`config.mk`:
```
export PLATFORM = sky130hd
export DESIGN_NAME = keypad_entry
export DESIGN_NICKNAME = d
export VERILOG_FILES = /design/src/rtl/keypad_entry.sv
export SDC_FILE = /design/constraint.sdc
export NUM_CORES = 1
export LEC_CHECK = 0
export BUFFER_PORTS_ARGS = -buffer_cell sky130_fd_sc_hd__buf_2
export CORE_ASPECT_RATIO = 0.5
export CORE_MARGIN = 1.5
export CORE_UTILIZATION = 30
export CTS_CLUSTER_SIZE = 10
export DETAILED_ROUTE_END_ITERATION = 10
export PLACE_DENSITY = 0.44
export SYNTH_ARGS = -nofsm -noshare
export SYNTH_HDL_FRONTEND = slang
export SYNTH_SLANG_ARGS = --single-unit
```
`constraint.sdc`:
```
create_clock -name clk -period 4.3 [get_ports clk]
set_clock_uncertainty 0.15 [all_clocks]
set_input_delay 0.215 -clock clk [delete_from_list [all_inputs] [get_ports clk]]
set_output_delay 0.215 -clock clk [all_outputs]
set_load 0.01 [all_outputs]
```
`src/rtl/keypad_entry.sv`:
```
// rtl/keypad_entry.sv - 4x4 keypad scanner with frame debounce, hex entry register and 7-seg mux
// Keys are judged per full scan frame so ghosting and multi-key chords are rejected as MULTI.
module keypad_entry #(
  parameter int SCAN_DIV       = 8,
  parameter int DEBOUNCE_SCANS = 3,
  parameter int DIGITS         = 4,
  parameter int REFRESH_DIV    = 16
) (
  input  logic                clk,
  input  logic                rst_n,
  output logic [3:0]          col,
  input  logic [3:0]          row,
  input  logic                clr,
  output logic                key_valid,
  output logic [3:0]          key_code,
  output logic [4*DIGITS-1:0] value,
  output logic [6:0]          seg,
  output logic [DIGITS-1:0]   an
);

  localparam int SW = $clog2(SCAN_DIV);
  localparam int RW = (REFRESH_DIV > 1) ? $clog2(REFRESH_DIV) : 1;
  localparam int BW = $clog2(DEBOUNCE_SCANS + 1);
  localparam logic [SW-1:0] SCAN_LAST    = SW'(SCAN_DIV - 1);
  localparam logic [RW-1:0] REFRESH_LAST = RW'(REFRESH_DIV - 1);
  localparam logic [BW-1:0] DEB_TGT      = BW'(DEBOUNCE_SCANS);
  localparam logic [2:0]    DIGIT_LAST   = 3'(DIGITS - 1);

  typedef enum logic [1:0] {IDLE, PRESS_CHK, HELD, RELEASE_CHK} state_t;

  function automatic logic [3:0] key_map(input logic [1:0] c, input logic [1:0] r);
    case ({c, r})
      4'h0: key_map = 4'h1;  4'h1: key_map = 4'h4;  4'h2: key_map = 4'h7;  4'h3: key_map = 4'h0;
      4'h4: key_map = 4'h2;  4'h5: key_map = 4'h5;  4'h6: key_map = 4'h8;  4'h7: key_map = 4'hF;
      4'h8: key_map = 4'h3;  4'h9: key_map = 4'h6;  4'hA: key_map = 4'h9;  4'hB: key_map = 4'hE;
      4'hC: key_map = 4'hA;  4'hD: key_map = 4'hB;  4'hE: key_map = 4'hC;  default: key_map = 4'hD;
    endcase
  endfunction

  function automatic logic [6:0] hex7(input logic [3:0] n);
    case (n)
      4'h0: hex7 = 7'b1000000;  4'h1: hex7 = 7'b1111001;  4'h2: hex7 = 7'b0100100;  4'h3: hex7 = 7'b0110000;
      4'h4: hex7 = 7'b0011001;  4'h5: hex7 = 7'b0010010;  4'h6: hex7 = 7'b0000010;  4'h7: hex7 = 7'b1111000;
      4'h8: hex7 = 7'b0000000;  4'h9: hex7 = 7'b0010000;  4'hA: hex7 = 7'b0001000;  4'hB: hex7 = 7'b0000011;
      4'hC: hex7 = 7'b1000110;  4'hD: hex7 = 7'b0100001;  4'hE: hex7 = 7'b0000110;  default: hex7 = 7'b0001110;
    endcase
  endfunction

  logic [3:0]    row_s1, row_s2;
  logic [SW-1:0] scan_cnt;
  logic [1:0]    cidx;
  logic [1:0]    acc_n;
  logic [3:0]    acc_code;
  logic          sample_now, frame_end;
  logic [1:0]    hits, hit_row, f_n;
  logic [2:0]    sum;
  logic [3:0]    f_code;

  assign sample_now = (scan_cnt == SCAN_LAST);
  assign frame_end  = sample_now && (cidx == 2'd3);

  // f_n saturates at 2: 0 = NONE, 1 = ONE(f_code), 2 = MULTI
  always_comb begin
    hits    = 2'd0;
    hit_row = 2'd0;
    for (int r = 0; r < 4; r++) begin
      if (!row_s2[r]) begin
        if (hits != 2'd2) hits = hits + 2'd1;
        hit_row = 2'(r);
      end
    end
    sum    = {1'b0, acc_n} + {1'b0, hits};
    f_n    = (sum >= 3'd2) ? 2'd2 : sum[1:0];
    f_code = (hits == 2'd1) ? key_map(cidx, hit_row) : acc_code;
  end

  always_ff @(posedge clk or negedge rst_n) begin
    if (!rst_n) begin
      row_s1   <= 4'hF;
      row_s2   <= 4'hF;
      scan_cnt <= '0;
      cidx     <= 2'd0;
      col      <= 4'b1110;
      acc_n    <= 2'd0;
      acc_code <= 4'h0;
    end else begin
      row_s1 <= row;
      row_s2 <= row_s1;
      if (sample_now) begin
        scan_cnt <= '0;
        cidx     <= cidx + 2'd1;
        col      <= {col[2:0], col[3]};
        acc_n    <= frame_end ? 2'd0 : f_n;
        acc_code <= frame_end ? 4'h0 : f_code;
      end else begin
        scan_cnt <= scan_cnt + SW'(1);
      end
    end
  end

  state_t                  state;
  logic [BW-1:0]           stab, stab_inc;
  logic [3:0]              cand;
  logic                    accept;
  logic [4*DIGITS+3:0]     shifted;

  always_comb begin
    stab_inc = stab + BW'(1);
    shifted  = {value, f_code};
    accept   = 1'b0;
    if (frame_end && f_n == 2'd1) begin
      if (state == IDLE)           accept = (DEB_TGT == BW'(1));
      else if (state == PRESS_CHK) accept = (f_code == cand) && (stab_inc == DEB_TGT);
    end
  end

  always_ff @(posedge clk or negedge rst_n) begin
    if (!rst_n) begin
      state     <= IDLE;
      stab      <= '0;
      cand      <= 4'h0;
      key_valid <= 1'b0;
      key_code  <= 4'h0;
      value     <= '0;
    end else begin
      key_valid <= accept;
      if (accept) key_code <= f_code;
      if (clr)         value <= '0;
      else if (accept) value <= shifted[4*DIGITS-1:0];
      if (frame_end) begin
        case (state)
          IDLE:
            if (f_n == 2'd1) begin
              cand <= f_code;
              if (accept) begin state <= HELD;      stab <= '0;     end
              else        begin state <= PRESS_CHK; stab <= BW'(1); end
            end
          PRESS_CHK:
            if (f_n != 2'd1)           begin state <= IDLE; stab <= '0; end
            else if (f_code != cand)   begin cand <= f_code; stab <= BW'(1); end
            else if (accept)           begin state <= HELD; stab <= '0; end
            else                       stab <= stab_inc;
          HELD:
            if (f_n == 2'd0) begin
              if (DEB_TGT == BW'(1)) state <= IDLE;
              else begin state <= RELEASE_CHK; stab <= BW'(1); end
            end
          RELEASE_CHK:
            if (f_n != 2'd0)               begin state <= HELD; stab <= '0; end
            else if (stab_inc == DEB_TGT)  begin state <= IDLE; stab <= '0; end
            else                           stab <= stab_inc;
          default: state <= IDLE;
        endcase
      end
    end
  end

  logic [RW-1:0] ref_cnt;
  logic [2:0]    digit, digit_nx;
  logic [3:0]    nib;

  // an and seg are both driven from digit_nx so the lit digit and its pattern change together
  always_comb begin
    digit_nx = digit;
    if (ref_cnt == REFRESH_LAST) digit_nx = (digit == DIGIT_LAST) ? 3'd0 : digit + 3'd1;
    nib = 4'h0;
    for (int i = 0; i < DIGITS; i++) begin
      if (digit_nx == 3'(i)) nib = value[4*i +: 4];
    end
  end

  always_ff @(posedge clk or negedge rst_n) begin
    if (!rst_n) begin
      ref_cnt <= '0;
      digit   <= 3'd0;
      an      <= ~(DIGITS'(1));
      seg     <= 7'b1000000;
    end else begin
      ref_cnt <= (ref_cnt == REFRESH_LAST) ? '0 : ref_cnt + RW'(1);
      digit   <= digit_nx;
      an      <= ~(DIGITS'(1) << digit_nx);
      seg     <= hex7(nib);
    end
  end

endmodule
```
==> results of run 1 <==
## critical path, delay by kind of cell, from the launching register on
kind                     cells  cell delay, ns
multiplexers                 1            0.23
buffers and inverters        1            0.27
AO/OA/AOI/OAI                4            0.96
adder cells (fa/ha/maj)      1            0.31
flip-flops                   1            0.59
AND/OR/NAND/NOR              4            1.34
## layer usage
| metal | track usage (%) | up-vias | part of all wire (%) |
|---|---|---|---|
| met4 | 3.89 | 0 | 0.71 |
| met2 | 23.0 | 53 | 48 |
| met1 | 16.6 | 1338 | 48 |
| li1 | - | 1326 | - |
| met3 | 3.75 | 4 | 3.9 |
| met5 | 0 | - | 0 |
## how the worst max path moves through the flow
stage	to	slack, ns	startpoint	cells after the start
after global placement	value[10]	0.47	row_s2[2]	11
after detailed placement	value[14]	0.36	row_s2[2]	11
after floorplan	key_code[0]	0.74	row_s2[1]	15
final	value[14]	0.36	row_s2[2]	11
after CTS	value[14]	0.33	row_s2[2]	11
after global routing	value[5]	0.07	row_s2[2]	11
## per-stage QoR
step,hold WS (ns),cells,setup slack [ns]
final,0.113,565,0.357
after global routing,0.139,565,0.0727
after CTS,0.0954,565,0.335
after detailed placement,0.175,544,0.363
after global placement,0.170,544,0.471
after floorplan,-0.231,347,0.745
## timing repair
item,4_1_cts,5_1_grt
hold endpoints to repair,30,0
buffers inserted,0,0
hold buffers,5,0
## layout make-up
class,instances,area share [%]
Inverter,22,1.83
Multi-Input combinational cell,240,40.5
Clock inverter,5,1.83
Sequential cell,70,39.3
Clock buffer,11,5.39
Tap cell,165,4.58
Timing Repair Buffer,52,6.61
## flip-flops by register name, summed over array words and instances (netlist names), 3 cells and up
register  flops
ref_cnt       4
key_code      4
an            4
acc_code      4
col           4
seg           7
scan_cnt      3
cand          4
row_s1        4
value        16
row_s2        4
digit         3
## synthesized netlist by cell type (2+ instances only)
master     instances
dfrtp_1           55
nand2b_1          27
nand2_1           25
inv_1             22
ha_1              20
mux2i_1           19
dfstp_2           15
o21ai_0           15
nand3_1           13
mux2_2            10
nor2_1            10
clkbuf_1           9
a21oi_1            8
nor2b_1            6
o22ai_1            6
a22o_1             4
a32oi_1            4
and2_1             4
mux2_4             4
o211ai_1           4
a21boi_0           3
a31oi_1            3
a32o_1             3
and3_1             3
o21a_1             3
or2_2              3
or3_1              3
xor2_1             3
a211oi_1           2
a221o_1            2
buf_2              2
buf_6              2
nand3b_1           2
nor3_1             2
nor3b_1            2
o21bai_1           2
o2bb2ai_1          2
## where the power goes
part	switching, mW	internal, mW
combinational	0.120	0.0848
sequential	0.0267	0.692
clock	0.273	0.525
## layout by cell type, fill, tap and decap left out, types with 3 or more instances in the layout
| master | n |
|---|---|
| dfrtp_1 | 55 |
| buf_2 | 42 |
| nand2b_1 | 27 |
| nand2_1 | 25 |
| inv_1 | 22 |
| ha_1 | 20 |
| mux2i_1 | 19 |
| o21ai_0 | 15 |
| dfstp_2 | 15 |
| nand3_1 | 13 |
| nor2_1 | 10 |
| mux2_2 | 10 |
| clkbuf_16 | 9 |
| a21oi_1 | 8 |
| nor2b_1 | 6 |
| o22ai_1 | 6 |
| dlygate4sd3_1 | 5 |
| buf_4 | 5 |
| and2_1 | 4 |
| a22o_1 | 4 |
| a32oi_1 | 4 |
| o211ai_1 | 4 |
| mux2_4 | 4 |
| a21boi_0 | 3 |
| and3_1 | 3 |
| xor2_1 | 3 |
| or2_2 | 3 |
| o21a_1 | 3 |
| a32o_1 | 3 |
| a31oi_1 | 3 |
| or3_1 | 3 |
## cell families (layout without fill, tap and decap cells)
family | after synthesis | after routing | synth area share [%]
simple gates | 106 | 106 | 15.3
compound gates | 74 | 74 | 14.7
flops | 70 | 70 | 46.9
buf+inv | 37 | 90 | 4.68
mux | 34 | 34 | 9.92
fa+ha+maj | 22 | 22 | 7.47
xor+xnor | 4 | 4 | 0.929
==> out/metrics.csv, run 1 <==
metric;value;unit
status;complete, no violations;
grt_pass1_vias;2720;
vias;2721;
placed_cell_area;4130;um^2
drt_iter0_drc;143;
min_to;value[1];
crit_chain;or2b_1 > and2_1 > ha_1 > or3_1 > o221a_2 > a211oi_2 > o21ai_0 > a211oi_4 > and4_1 > buf_4 > mux2i_1;
clk_latency;0.32;ns
grt_setup_unrepaired;false;
worst_slew_pin_slew;0.896;ns
cts_sinks;70;
finalCritPeriodShare;91.7;%
slowest_stage;dfstp_2;
drive_gt1_share;25.5;%
period_minus_slack;3.94;ns
hp-class;input port to flip-flop;
r2r_slack;0.36;ns
cp-end-kind;flip-flop;
fin_area;4510;um^2
p_total;1.72;mW
cts_tree;done;
ys_ff_latch;70;
rr_startpoint;row_s2[2];
die-area;13300;um^2
crit_arrival;4.03;ns
antenna_found_initial;0;
r2r_end;value[14];
portBuffers;42;
p_per_area;382;nW/um^2
grt_max_degree;39;
synthFlopType;dfrtp_1;
grt_pass1_wl;13900;um
holdPathStages;2;
fin_nets;423;
gp_congestion;0.822;
fp.dieW;162;um
drc;0;
clockBufferDepth;2;
hold_path.startpoint;clr;
maxSlewHeadroom;40.3;%
multiInputGateArea;1820;um^2
cts_buffers;9;
synth_fp_nets;375;
syn_avg_cell_area;10.9;um^2
setup_violations;0;
num_rows;28;
synth-async-reset-ratio;100;%
synthTopCellsByArea;dfrtp_1 (36%), dfstp_2 (10%), ha_1 (6.6%), mux2i_1 (5.0%), nand2b_1 (4.5%);
via_per_inst;4.82;
ys_seq_area_share;46.9;%
diodes;0;
htreeDepth;3;
timing.fmax;0.254;GHz
path_clk_slew;0.06;ns
fillers;1166;
chipHeight;82.3;um
io_pins;43;
regArea;1770;um^2
critical_path_class;flip-flop to flip-flop;
cts_root_buf;clkbuf_16;
wl;7990;um
reg2reg_depth;11;
grt_usage;13.3;%
core;12000;um^2
finalMaxSlewViolations;0;
synthToLayoutAreaGrowth;19.5;%
yosysUniqueCellTypes;62;
cts_resized;0;
worstPathMaxFanout;9;
synthCells;347;
syn-cell-area;3770;um^2
ir_drop;176;uV
final_hold_viol_count;0;
setup_total_negative_slack;0;ns
yosysTopAreaCell;dfrtp_1;
slowest_delay;0.59;ns
avgRoutedWirePerCell;14.1;um
drt_first_pass_iters;4;
synth_top_area_share;36.5;%
cp.required;4.39;ns
start_util;31.4;%
synth_warnings;0;
hpwl;5910;um
finish.utilization;37.5;%
overflow;0;
p_leak;2.08;nW
maxCapViolCount;0;
start_kind;flip-flop;
ant_nets;0;
synth-edff-count;0;
(Power assumes the default switching activity.)
==> run 2, diff against run 1 <==
--- a/config.mk
+++ b/config.mk
@@ -6,12 +6,13 @@
 export NUM_CORES = 1
 export LEC_CHECK = 0
 export BUFFER_PORTS_ARGS = -buffer_cell sky130_fd_sc_hd__buf_2
-export CORE_ASPECT_RATIO = 0.5
 export CORE_MARGIN = 1.5
 export CORE_UTILIZATION = 30
 export CTS_CLUSTER_SIZE = 10
 export DETAILED_ROUTE_END_ITERATION = 10
 export PLACE_DENSITY = 0.44
+export RECOVER_POWER = 25
+export SLEW_MARGIN = 20
 export SYNTH_ARGS = -nofsm -noshare
 export SYNTH_HDL_FRONTEND = slang
 export SYNTH_SLANG_ARGS = --single-unit
==> run 2 against run 1 <==
Compared with the run above: the flow now finishes with violations (capacitance limit, slew limit); final cell count up 0.35%; sequential power is essentially flat; power increased by 3.4%; wire length increased by 2.8%; critical path depth did not move; combinational power hardly changed; largest power group unchanged; highest routed layer unchanged.
==> out/metrics.csv, run 2 (synthesized netlist as in run 1, its figures left out) <==
metric;value;unit
grt_pass1_wl;13400;um
maxCapViolCount;1;
fp.dieW;115;um
num_rows;40;
ant_nets;0;
period_minus_slack;3.81;ns
hpwl;5810;um
core;12100;um^2
antenna_found_initial;0;
netSwitchingPower;0.434;mW
start_util;31.1;%
holdPathStages;2;
hp-class;input port to flip-flop;
clk_latency;0.34;ns
p_leak;1.96;nW
diodes;0;
holdWs;0.0956;ns
portBuffers;42;
violations;capacitance limit, slew limit;
rr_startpoint;row_s2[2];
via_per_inst;4.72;
ir_drop;264;uV
start_kind;flip-flop;
drt_iter0_drc;97;
p_per_area;396;nW/um^2
path_clk_slew;0.06;ns
gp_congestion;0.824;
io_pins;43;
worst_slew_pin_slew;1.78;ns
final_hold_viol_count;0;
vias;2675;
hold_path.startpoint;clr;
largest_reg_flops;16;
avgRoutedWirePerCell;14.5;um
r2r_end;key_code[0];
swShare;24.4;%
power_frac_seq;40.4;%
setup_total_negative_slack;0;ns
cts_root_buf;clkbuf_16;
clockBufferDepth;2;
clockPowerShare;48.2;%
final_common_cell;dfrtp_1;
min_to;value[1];
htreeDepth;3;
grt_pass1_vias;2573;
synthToLayoutAreaGrowth;19.2;%
largest-register;value;
cp.required;4.38;ns
final_cell_mix;dfrtp_1 (55), clkbuf_1 (29), nand2b_1 (27), nand2_1 (25), inv_1 (22);
internal_power;1.35;mW
grt_usage;13.4;%
maxSlewHeadroom;-18.6;%
drt_first_pass_iters;4;
finalMaxSlewViolations;71;
cts_sinks;70;
setup_violations;0;
grt_max_degree;71;
worstPathMaxFanout;20;
combPwrFrac;11.4;%
reg.largest.list;value (16), seg (7);
drive_gt1_share;18.0;%
cts_tree;done;
drc;0;
timing.fmax;0.262;GHz
die-area;13300;um^2
finalCritPeriodShare;88.7;%
finish.utilization;37.1;%
cts_resized;0;
cts_buffers;9;
wl;8220;um
status;complete, but fails checks;
reg2reg_depth;11;
crit_arrival;3.89;ns
r2r_slack;0.49;ns
cp-end-kind;flip-flop;
fillers;1230;
grt_setup_unrepaired;false;
critical_path_class;flip-flop to flip-flop;
fin_nets;422;
chipHeight;115;um
overflow;0;
-- run 2: worst max-delay path by stage --
| stage | from | endpoint | slack [ns] |
|---|---|---|---|
| after global routing | row_s2[2] | key_code[1] | 0.25 |
| after floorplan | row_s2[1] | key_code[0] | 0.74 |
| final | row_s2[2] | key_code[0] | 0.49 |
| after CTS | row_s2[2] | key_code[1] | 0.49 |
| after global placement | row_s2[2] | key_code[3] | 0.56 |
| after detailed placement | row_s2[2] | key_code[3] | 0.50 |
-- run 2: per-layer routing --
layer  GRT usage (%)  vias to the layer above  wire [um]
met5               0                        -          0
met4            6.09                        0        210
met3            4.53                       18        356
met2            18.5                       60       3400
met1            18.9                     1276       4260
li1                -                     1321          -
-- run 2: what timing repair did --
action                                  in CTS  in global routing
setup buffers                                0                  0
hold buffers                                 5                  0
hold endpoints to repair                    59                  0
endpoints found under the setup margin       0                  0
-- run 2: critical path: stages, from the launching register on --
cell and delay, ns:
dfstp_2 0.59, or2b_1 0.27, and2_1 0.20, ha_1 0.32, or3_1 0.37, o221a_2 0.14
a211oi_2 0.25, o21ai_0 0.19, a211oi_4 0.41, and4_1 0.30, buf_12 0.20, mux2_4 0.31
-- run 2: area by class of cell --
cell class                 instances  area (um^2)  area share [%]
tap                              168          210            4.68
clock inverter                     5          106            2.37
multi-input combinational        240         1820            40.6
clock buffer                      11          233            5.18
inverter                          22         82.6            1.84
timing repair buffer              51          269            5.98
sequential                        70         1770            39.4
-- run 2: power groups by stage --
stage / logic [mW] / clock network, mW / registers (mW)
2_1_floorplan: 0.153 / 0 / 0.721
3_3_place_gp: 0.202 / 0 / 0.730
3_5_place_dp: 0.201 / 0 / 0.729
4_1_cts: 0.205 / 0.885 / 0.718
5_1_grt: 0.233 / 0.916 / 0.722
6_report: 0.204 / 0.858 / 0.719
-- run 2: through the flow --
stage               setup slack, ns  area, um^2  power, mW  instances
floorplan                     0.745        3770      0.873        347
global placement              0.563        4140      0.932        546
detailed placement            0.499        4140      0.930        546
CTS                           0.494        4530       1.81        567
global route                  0.248        4500       1.87        567
finish                        0.486        4500       1.78        567
==> run 3, diff against run 2 <==
--- a/config.mk
+++ b/config.mk
@@ -12,6 +12,7 @@
 export DETAILED_ROUTE_END_ITERATION = 10
 export PLACE_DENSITY = 0.44
 export RECOVER_POWER = 25
+export REMOVE_ABC_BUFFERS = 1
 export SLEW_MARGIN = 20
 export SYNTH_ARGS = -nofsm -noshare
 export SYNTH_HDL_FRONTEND = slang
==> run 3 against run 2 <==
Compared with the run above: the flow still finishes with violations (capacitance limit, slew limit); maximum frequency fell by 4.1%; sequential share of layout area rose by 0.13 points; flip-flop and latch count did not move; worst setup slack got worse by 0.17 ns; global-route usage rose by 0.58 points; non-clock buffer count rose by 2; highest routed layer unchanged.
==> out/metrics.csv, run 3 (synthesized netlist as in run 1, its figures left out) <==
metric;value;unit
final_cells;569;
ant_nets;0;
finalMaxSlewViolations;37;
maxSlewHeadroom;-35.5;%
p_per_area;378;nW/um^2
htreeDepth;3;
setup_total_negative_slack;0;ns
crit_chain;or2b_1 > and2_1 > ha_1 > or3_1 > o221a_2 > a211oi_2 > o21ai_0 > a211oi_4 > and4_1 > buf_12 > mux2i_1;
final_hold_viol_count;0;
dp_slack;0.333;ns
fp.dieW;115;um
p_total;1.69;mW
grt_setup_unrepaired;false;
place_inst;548;
core;12100;um^2
setup_violations;0;
fin_nets;424;
largest-register;value;
via_per_inst;4.74;
wl;8310;um
final_cell_mix;dfrtp_1 (55), nand2b_1 (27), clkbuf_1 (26), nand2_1 (25), inv_1 (22);
cp-end-kind;flip-flop;
period_minus_slack;3.98;ns
p_leak;1.97;nW
cp.required;4.42;ns
diodes;0;
maxCapViolCount;1;
worst_slack;0.321;ns
io_pins;43;
drt_iter0_drc;130;
cts_root_buf;clkbuf_16;
synthToLayoutAreaGrowth;18.8;%
clockBufferDepth;2;
crit_arrival;4.10;ns
fin_area;4480;um^2
drc;0;
critPathTopFamily;simple AND/OR/NAND/NOR gates;
critical_path_class;flip-flop to flip-flop;
vias;2697;
start_kind;flip-flop;
status;complete, but fails checks;
chipHeight;115;um
drive_gt1_share;19.5;%
grt_pass1_wl;14100;um
grt_usage;14.0;%
hpwl;5940;um
cts_sinks;70;
ir_drop;219;uV
largest_reg_flops;16;
timing.fmax;0.251;GHz
critPathBufInv;1;
grt_max_degree;37;
antenna_found_initial;0;
num_rows;40;
reg.largest.list;value (16), seg (7);
placed_cell_area;4160;um^2
path_clk_slew;0.06;ns
finalCritPeriodShare;92.5;%
worstPathMaxFanout;12;
gp_congestion;0.793;
drt_first_pass_iters;4;
avgRoutedWirePerCell;14.6;um
worst_slew_pin_slew;2.03;ns
die-area;13300;um^2
cts_buffers;9;
start_util;31.1;%
fillers;1235;
portBuffers;42;
overflow;0;
slowest_stage;dfstp_2;
hp-class;input port to flip-flop;
violations;capacitance limit, slew limit;
final_common_cell;dfrtp_1;
clk_latency;0.34;ns
slowest_delay;0.60;ns
cts_tree;done;
grt_pass1_vias;2716;
==> run 3: cell count changes in the layout (fill, tap and decap cells not counted), sizes merged <==
cell    change
buf         +4
bufinv      -2
clkinv      +3
clkbuf      -3
==> run 3: final cells by class <==
cell class	instances	area, um^2	area share, %
multi-input combinational	240	1820	40.7
sequential	70	1770	39.5
timing repair buffer	53	285	6.37
clock buffer	10	239	5.33
tap	168	210	4.69
inverter	22	82.6	1.84
clock inverter	6	68.8	1.54
==> run 3: path summary, 6_finish.rpt <==
check                           startpoint        end  slack (ns)  depth (start not counted)
worst max-delay path             row_s2[2]  value[15]        0.32                         11
worst min-delay path                   clr   value[1]        0.13                          2
worst max register to register   row_s2[2]  value[15]        0.32                         11
worst min register to register   row_s1[3]  row_s2[3]        0.20                          0
max in group asynchronous            rst_n  row_s2[2]        1.74                          3
min in group asynchronous            rst_n   digit[0]        0.84                          2
==> run 3: through the flow <==
step	hold WS, ns	util, %
after floorplan	-0.231	-
after global placement	0.171	34.3
after detailed placement	0.171	34.3
after CTS	0.128	37.3
after global routing	0.180	37.0
final	0.127	37.0
==> run 3: routing by layer <==
layer  track usage (%)  up-vias  share of wire, %
met3              5.27       16               4.4
met1              17.5     1301                47
li1                  -     1331                 -
met2              22.5       49                47
met5                 0        -                 0
met4              4.61        0               1.7
==> run 3: repair_timing <==
action,4_1_cts,5_1_grt
resized for setup,0,0
hold buffers,5,0
setup buffers,0,0
hold endpoints to repair,32,0
==> run 3: power breakdown <==
group	total (mW)	internal [mW]	switching [mW]
registers	0.718	0.692	0.0266
clock network	0.770	0.468	0.302
logic	0.205	0.0850	0.120
==> run 3: worst reg2reg max path: stages (launching register included) <==
cell      delay [ns]
dfstp_2         0.60
or2b_1          0.28
and2_1          0.21
ha_1            0.32
or3_1           0.38
o221a_2         0.14
a211oi_2        0.25
o21ai_0         0.20
a211oi_4        0.42
and4_1          0.54
buf_12          0.21
mux2i_1         0.20
